<file path="src/rtl/goldschmidt_ctrl.sv">
// goldschmidt_ctrl
// ----------------
// Control stage for a Goldschmidt divider datapath. A divide request (N, D,
// initial reciprocal approximation IA) is accepted over a valid/ready
// handshake. The operands are held on the datapath inputs while the shared
// multiplier is sequenced through ITERS iterations. Each iteration is an N
// step followed by a D step, and the last iteration has no D step. The
// finished quotient (datapath N register) is then captured into an output
// register that has its own valid/ready handshake.
//
// Optional feature macro: GS_DIV0_CHECK_EN
//   defined   : a request with d_in == 0 skips sequencing and completes
//               directly with q = all ones and div0 = 1.
//   undefined : div0 is constant 0 and a zero divisor is sequenced normally.
//
// Parameters
//   ITERS   number of Goldschmidt iterations (1..15); iteration 0 uses IA as K
//   DATA_W  operand / quotient width
//
// Ports
//   clk                 clock, rising edge
//   reset               asynchronous reset, active LOW
//   in_valid/in_ready   request handshake (in_ready high only when idle)
//   n_in, d_in, ia_in   request operands
//   N, D, IA            registered operands driven to the datapath
//   kSelect             0: K = IA, 1: K derived from the current D register
//   ndSelect            multiplier operand: 0 D, 1 N, 2 D reg, 3 N reg
//   nEnable, dEnable    datapath N / D register write enables
//   dp_q                datapath N register value (quotient estimate)
//   out_valid/out_ready result handshake
//   q                   registered quotient
//   div0                divide-by-zero flag, qualified by out_valid

module goldschmidt_ctrl #(
  parameter int ITERS  = 3,
  parameter int DATA_W = 16
) (
  input  logic              clk,
  input  logic              reset,
  input  logic              in_valid,
  output logic              in_ready,
  input  logic [DATA_W-1:0] n_in,
  input  logic [DATA_W-1:0] d_in,
  input  logic [DATA_W-1:0] ia_in,
  output logic [DATA_W-1:0] N,
  output logic [DATA_W-1:0] D,
  output logic [DATA_W-1:0] IA,
  output logic              kSelect,
  output logic [1:0]        ndSelect,
  output logic              nEnable,
  output logic              dEnable,
  input  logic [DATA_W-1:0] dp_q,
  output logic              out_valid,
  input  logic              out_ready,
  output logic [DATA_W-1:0] q,
  output logic              div0
);

  localparam int                IT_W    = $clog2(ITERS + 1);
  localparam logic [IT_W-1:0]   IT_LAST = IT_W'(ITERS - 1);

  typedef enum logic [2:0] {
    S_IDLE,
    S_N_STEP,
    S_D_STEP,
    S_CAPTURE,
    S_DONE
  } state_t;

  state_t          state;
  state_t          state_nxt;
  logic [IT_W-1:0] it;
  logic            accept;
  logic            d_zero;

`ifdef GS_DIV0_CHECK_EN
  assign d_zero = (d_in == '0);
`else
  assign d_zero = 1'b0;
`endif

  assign accept = (state == S_IDLE) && in_valid;

  // Next-state and datapath control decode (Moore outputs from state/it)
  always_comb begin
    state_nxt = state;
    in_ready  = 1'b0;
    ndSelect  = 2'd0;
    kSelect   = 1'b0;
    nEnable   = 1'b0;
    dEnable   = 1'b0;
    case (state)
      S_IDLE: begin
        in_ready = 1'b1;
        if (in_valid) state_nxt = d_zero ? S_DONE : S_N_STEP;
      end
      S_N_STEP: begin
        nEnable = 1'b1;
        if (it == '0) begin
          ndSelect = 2'd1;
        end else begin
          ndSelect = 2'd3;
          kSelect  = 1'b1;
        end
        // The last iteration only needs the N update.
        state_nxt = (it == IT_LAST) ? S_CAPTURE : S_D_STEP;
      end
      S_D_STEP: begin
        dEnable = 1'b1;
        if (it == '0) begin
          ndSelect = 2'd0;
        end else begin
          ndSelect = 2'd2;
          kSelect  = 1'b1;
        end
        state_nxt = S_N_STEP;
      end
      S_CAPTURE: state_nxt = S_DONE;
      S_DONE: if (out_ready) state_nxt = S_IDLE;
      default: state_nxt = S_IDLE;
    endcase
  end

  // Control state: FSM, iteration counter, result flags
  always_ff @(posedge clk or negedge reset) begin
    if (!reset) begin
      state     <= S_IDLE;
      it        <= '0;
      out_valid <= 1'b0;
      div0      <= 1'b0;
    end else begin
      state <= state_nxt;
      if (accept) begin
        it   <= '0;
        div0 <= d_zero;
        if (d_zero) out_valid <= 1'b1;
      end
      if (state == S_D_STEP) it <= it + IT_W'(1);
      if (state == S_CAPTURE) out_valid <= 1'b1;
      if ((state == S_DONE) && out_ready) out_valid <= 1'b0;
    end
  end

  // Operand and quotient registers
  always_ff @(posedge clk or negedge reset) begin
    if (!reset) begin
      N  <= '0;
      D  <= '0;
      IA <= '0;
      q  <= '0;
    end else begin
      if (accept) begin
        N  <= n_in;
        D  <= d_in;
        IA <= ia_in;
        if (d_zero) q <= '1;
      end
      // dp_q already reflects the final N update made in the previous cycle.
      if (state == S_CAPTURE) q <= dp_q;
    end
  end

endmodule

</file>
<file path="config.mk">
export PLATFORM = sky130hd
export DESIGN_NAME = goldschmidt_ctrl
export DESIGN_NICKNAME = d
export VERILOG_FILES = /design/src/rtl/goldschmidt_ctrl.sv
export SDC_FILE = /design/constraint.sdc
export NUM_CORES = 1
export LEC_CHECK = 0
export BUFFER_PORTS_ARGS = -buffer_cell sky130_fd_sc_hd__buf_2
export CAP_MARGIN = 5
export CORE_ASPECT_RATIO = 0.6
export CORE_MARGIN = 1.5
export CORE_UTILIZATION = 49
export DETAILED_ROUTE_END_ITERATION = 8
export GPL_ROUTABILITY_DRIVEN = 0
export PLACE_DENSITY = 0.85
export SKIP_CTS_REPAIR_TIMING = 1
export SLEW_MARGIN = 30
export SYNTH_ARGS = -nofsm -noshare
export SYNTH_HDL_FRONTEND = slang
export SYNTH_SLANG_ARGS = --single-unit
</file>
<file path="constraint.sdc">
create_clock -name clk -period 3.9 [get_ports clk]
set_input_delay 0.39 -clock clk [delete_from_list [all_inputs] [get_ports clk]]
set_output_delay 0.39 -clock clk [all_outputs]
set_load 0.01 [all_outputs]
</file>
Word-level counts from Yosys, hierarchy flattened
Index checks and enable logic that the tools add are counted.
- register bits: 70
- input port bits: 68
- output and inout bits: 72
- add/sub/neg operators: 1
- eq/ne operators: 7
- muxes and demuxes: 16
- reductions and logical operators: 8
- operators with widths (operator ; number):
    $pmux W3 S5 ; 1
    $mux W1 ; 8
    $mux W2 ; 4
    $eq A3 B2 Y1 const B ; 2
    $mux W3 ; 2
    $ne A2 B2 Y1 const B ; 2
    $pmux W2 S2 ; 1
    $reduce_bool A2 Y1 ; 2
    $eq A3 B1 Y1 const B ; 1
    $eq A3 B3 Y1 const B ; 1
    $logic_not A3 Y1 ; 1
    $add A2 B1 Y2 const B ; 1
    $eq A2 B2 Y1 const B ; 1
    $logic_and A1 B1 Y1 ; 2
    $logic_not A2 Y1 ; 1
    $reduce_and A2 Y1 ; 1
    $reduce_or A2 Y1 ; 1

Depth between registers and ports, before layout
Gate-level depths: netlist of the first run.
- word-level depth: 4
- gate-level depth with buffers: 5
- gate-level depth less buffers: 4

Worst setup path before layout of the first run
No wires, ideal clock.
- path type: register to register
- start point: register state[1]
- end point: register D[0]
- arrival: 1.453 ns
- required time: 3.775 ns
- slack: 2.322 ns
- stages on the path, launching flop included: 6
- buffers on the path: 2
- period minus slack after synthesis: 1.578 ns
- cells stage by stage: dfrtp_1 nor3_2 and2_4 buf_6 buf_8 mux2_4
- cells in the longest elaborated chain, start to end: 2
- ends and longest elaborated chain (what ; RTL line ; text):
    from (decl) ; 70 ; state_t state;
    from (signal assigned) ; 132 ; state <= state_nxt;
    $logic_not A3 Y1 ; 82 ; assign accept = (state == S_IDLE) && in_valid;
    $logic_and A1 B1 Y1 ; 82 ;
    to (signal assigned) ; 154 ; D <= d_in;
    to (decl) ; 46 ; output logic [DATA_W-1:0] D,
No other way between the ends.
A chain may end at the register's enable or synchronous reset.

Worst setup path in the final report of the first run
- start point: register state[1]
- end point: register D[8]
The elaborated chain is that of the path after synthesis.

==> metrics.cfg, run 1 <==
[outcome]
outcome=complete, no violations

[sta]
final-hold-violation-count=0
setup_viol=0
fin_crit_sh_pct=51.0
whs_ns=0.0174
worst_slew_pin_slew_ns=0.719
fmax_mhz=503
fin_tns_setup_ns=0
maxSlewViolCount=0
fin_crit_ns=1.99
skew_ns=0.00893
maxSlewHeadroom_pct=52.1
rsz0062_at_grt=false

[routing]
m1WireLength_mm=2.47
wire_per_inst_um=14.6
drc=0
routed_wl_mm=5.83
drt_pass1_iterations=4
routed.top_layer=met4
vias=1915
drtIter0Drc=46
via_per_inst=4.81
ant_nets=0
wl_met3_um=573
wl_met2_mm=2.71

[power_and_ir_drop]
swShare_pct=34.1
vdd_drop_max_mv=0.394
power_frac_comb_pct=42.2
internal_power_mw=2.17
p_per_area_nw_per_um2=876
clkPwrFrac_pct=17.4
sequentialPowerShare_pct=40.4
finalPower_mw=3.29
p_leak_nw=1.90
p_sw_mw=1.12

[worst_setup_path]
cpMaxStageDelayCell=and2_4
end_kind=flop
path_class=reg2reg
crit_path_max_fanout=48
required_ns=4.12
reg2reg_depth=3
critical_path.cell_chain=nor3_2, and2_4, mux2_2
cpPeakStageDelay_ns=0.64
arrival_ns=2.21
cp-start-kind=flop

[clock_network]
numCtsBuffers=9
cts_root_buffer=clkbuf_8
clkTransAtPathRegs_ns=0.07
cts-htree-levels=3
cts_tree=built
cts_buffer_depth=2
clk_latency_ns=0.34
cts_sinks=70

[worst_hold_path]
hold_class=in2async

[synth]
avgSynthCellArea_um2=16.4
syn_nets=243
syn-cell-area_um2=2840
yosys_warnings=0
synthCells=173
yosysSeqAreaShare_pct=61.8
ys_seq_elements=70
synth_cell_types=26

[job]
cap_violations=0

[finish]
area.growth.synth_to_final_pct=32.2
fin_area_um2=3750
layout.nets=383
antennaDiodeCount=0
final_common_cell=buf_2
layout_common_cells=buf_2, dfrtp_1, mux2_2
drive_above_1_share_pct=70.1
fin_util_pct=67.3

[global_route]
grt_first_pass_wirelength_mm=8.80
grt_start_max_net_pins=49
antenna_found_initial=0
grtUsageTotal_pct=19.2
grt_pass1_vias=1895
overflow=0

[placed_design]
placed_area_um2=3550
place_hpwl_mm=4.37
portBuffers=138

[floorplan]
initial_core_util_pct=50.9
chipWidth_um=101
die_y_um=61.9
dieArea_um2=6270
fp.coreArea_um2=5570
num_io_pins=140
rows=21

## cells by family (layout without fill, tap and decap cells)
group	after synthesis	count (layout)	synth area share [%]
other	1	1	0.132
XOR/XNOR	1	1	0.309
AND/OR/NAND/NOR	14	14	3.57
buffers and inverters	13	158	3.35
AO/OA/AOI/OAI	7	7	1.54
flip-flops	70	70	61.8
multiplexers	65	65	28.5
adder cells (fa/ha/maj)	2	2	0.882
## registers in the layout, indices dropped and copies added, names as in the netlist
signal,flops
D,16
IA,16
N,16
it,2
out_valid,1
q,16
state,3
## path summary, 6_finish.rpt
kind                               start  endpoint  slack (ns)
max in group asynchronous          reset     D[10]        3.11
worst max register to register  state[1]      D[8]        1.91
min in group clk                ia_in[5]     IA[5]        0.27
worst max-delay path            state[1]      D[8]        1.91
worst min register to register     D[10]     D[10]        0.50
worst min-delay path               reset     q[15]        0.02
## cell usage after synthesis
library cell   n  area [µm²]
dfrtp_1       70        1750
mux2_2        45         507
mux2_4        20         300
buf_2          4        20.0
a21oi_1        3        15.0
buf_4          3        22.5
inv_1          3        11.3
nor3b_1        3        22.5
buf_8          2        30.0
ha_1           2        25.0
nor2_1         2        7.51
nor3_1         2        10.0
a22o_1         1        8.76
and2_1         1        6.26
and2_4         1        8.76
buf_6          1        11.3
conb_1         1        3.75
nand2_1        1        3.75
nand3_1        1        5.00
nand3b_1       1        7.51
nand3b_4       1        20.0
nor3_2         1        10.0
o21ai_0        1        5.00
o21bai_1       1        7.51
o31ai_1        1        7.51
xnor2_1        1        8.76
## critical path: cells and delay by family, from the launching register on
kind,cells,cell delay [ns]
AND/OR/NAND/NOR,2,0.88
multiplexers,1,0.41
flip-flops,1,0.54
## power by group through the flow
stage / logic [mW] / registers, mW / clock network (mW)
3_3_place_gp: 1.36 / 1.31 / 0
5_1_grt: 1.52 / 1.38 / 0.626
4_1_cts: 1.41 / 1.33 / 0.592
6_report: 1.39 / 1.33 / 0.573
3_5_place_dp: 1.41 / 1.34 / 0
2_1_floorplan: 0.764 / 1.46 / 0
## through the flow
stage	worst slack, ns	instances
6_report	1.91	398
5_1_grt	1.78	398
4_1_cts	1.89	398
3_5_place_dp	1.91	382
3_3_place_gp	2.00	382
2_1_floorplan	2.32	173
## metal layers
metal / track usage, % / vias up
met5: 0 / -
met4: 7.74 / 0
met3: 8.61 / 7
met2: 32.0 / 95
met1: 22.3 / 936
li1: - / 877
## final cells by class
cell class,instances,area [µm²]
Timing Repair Buffer,139,701
Clock buffer,9,124
Sequential cell,70,1750
Clock inverter,7,73.8
Tap cell,80,100
Fill cell,445,1820
Multi-Input combinational cell,90,990
Inverter,3,11.3
Note: power is estimated with default switching activity, not from simulation.
==> run 2: changes to the inputs <==
- CORE_UTILIZATION: 49 -> 41
- PLACE_DENSITY: 0.85 -> 0.76
- clock period: 3.9 -> 1.8 ns (I/O delays scaled with it)
==> run 2 against run 1 <==
Combinational power grew 130%. Register-to-register slack got worse by 1.6 ns. Critical path depth is 1 higher. Via count rose by 0.89%. Sequential share of layout area fell by 2.3 points. Non-clock buffer count is 6 higher. Core utilization decreased by 8.2 points. Final cell count increased by 3.0%. Worst hold slack gained 0.067 ns. Setup slack lost 1.7 ns. Clock skew fell by 0.0051 ns. Sequential power grew 110%.
==> metrics.cfg, run 2 (synthesized netlist as in run 1, its figures left out) <==
[placed_design]
place_hpwl_mm=4.19
place_ws_ns=0.313
portBuffers=138
dp_cells=394

[sta]
fin_crit_sh_pct=86.7
fin_crit_ns=1.56
fin_tns_setup_ns=0
rsz0062_at_grt=false
fmax_mhz=641
whs_ns=0.0841
skew_ns=0.00383
maxSlewViolCount=0
setup_slack_ns=0.239
setup_viol=0
final-hold-violation-count=0

[finish]
fin_cells=410
layout.nets=389
layout_common_cells=buf_2, dfrtp_1, mux2_2
area.growth.synth_to_final_pct=39.2
final_common_cell=buf_2
drive_above_1_share_pct=70.0
antennaDiodeCount=0

[power_and_ir_drop]
vdd_drop_max_mv=0.897
p_per_area_nw_per_um2=1970
p_leak_nw=2.00

[worst_setup_path]
path_delay_family=flip-flops
path_class=reg2out
cp-start-kind=flop
required_ns=1.62
critical_path.cell_chain=buf_4, xnor2_1, nor3_1, buf_2
end_kind=output pin
cpPeakStageDelay_ns=0.38
arrival_ns=1.38
cpMaxStageDelayCell=dfrtp_1
path_buf_inv=2
crit_path_max_fanout=12

[clock_network]
numCtsBuffers=9
cts-htree-levels=3
cts_sinks=70
cts_buffer_depth=2
cts_root_buffer=clkbuf_16
clk_latency_ns=0.32
cts_tree=built
clkTransAtPathRegs_ns=0.05

[floorplan]
num_io_pins=140
initial_core_util_pct=42.5
chipWidth_um=110
rows=23
dieArea_um2=7440
die_y_um=67.4
fp.coreArea_um2=6680

[outcome]
outcome=complete, no violations

[routing]
via_per_inst=4.71
drtIter0Drc=52
wire_per_inst_um=14.4
ant_nets=0
drc=0
routed_wl_mm=5.90
drt_pass1_iterations=4
vias=1932

[job]
cap_violations=0

[global_route]
grt_first_pass_wirelength_mm=8.76
grt_start_max_net_pins=71
antenna_found_initial=0
overflow=0
grtUsageTotal_pct=16.1
grt_pass1_vias=1884

[worst_hold_path]
hold_class=in2reg

-- run 2: cell types whose count changed in the layout (fill, tap and decap cells not counted), moves of 2 or more --
cell,before,now
clkbuf_8,9,0
buf_12,0,3
clkinv_4,2,0
clkbuf_16,0,9
-- run 2: cell type report --
cell class | count | area [µm²]
clock buffer | 10 | 229
multi-input combinational | 90 | 990
clock inverter | 5 | 75.1
sequential | 70 | 1750
inverter | 3 | 11.3
fill | 545 | 2730
tap | 87 | 109
timing repair buffer | 145 | 783
-- run 2: metrics by stage --
stage	total power, mW	util, %	instance area [µm²]
floorplan	4.82	-	2840
global placement	5.92	54.4	3630
detailed placement	6.03	54.4	3630
CTS	7.90	59.0	3940
global route	8.29	59.1	3950
finish	7.78	59.1	3950
-- run 2: worst reg2reg max path: cells and delay by family, from the launching register on --
family,cells,cell delay [ns]
muxes,1,0.38
DFF,1,0.38
buffers and inverters,1,0.20
and+or+nand+nor,2,0.41
-- run 2: routing by layer --
layer | share of wire [%] | up-vias | track usage (%) | wire, µm
li1 | - | 894 | - | -
met1 | 41 | 934 | 17.7 | 2410
met2 | 46 | 97 | 26.0 | 2720
met3 | 12 | 7 | 9.46 | 717
met4 | 1.0 | 0 | 6.25 | 61
met5 | 0 | - | 0 | 0
-- run 2: final timing paths --
| check | cells past startpoint | slack (ns) | endpoint | from |
|---|---|---|---|---|
| min in group asynchronous | 3 | 0.41 | q[2] | reset |
| setup reg to reg | 4 | 0.31 | D[4] | state[2] |
| hold reg to reg | 1 | 0.50 | N[15] | N[15] |
| setup / recovery | 4 | 0.24 | ndSelect[1] | state[1] |
| max in group asynchronous | 3 | 1.09 | N[11] | reset |
| hold / removal | 2 | 0.08 | q[5] | dp_q[5] |
-- run 2: power breakdown --
| group | internal, mW | total (mW) | switching [mW] | leakage, nW |
|---|---|---|---|---|
| sequential | 2.39 | 2.77 | 0.386 | 0.825 |
| clock | 1.20 | 1.80 | 0.604 | 0.152 |
| combinational | 1.77 | 3.21 | 1.44 | 1.02 |
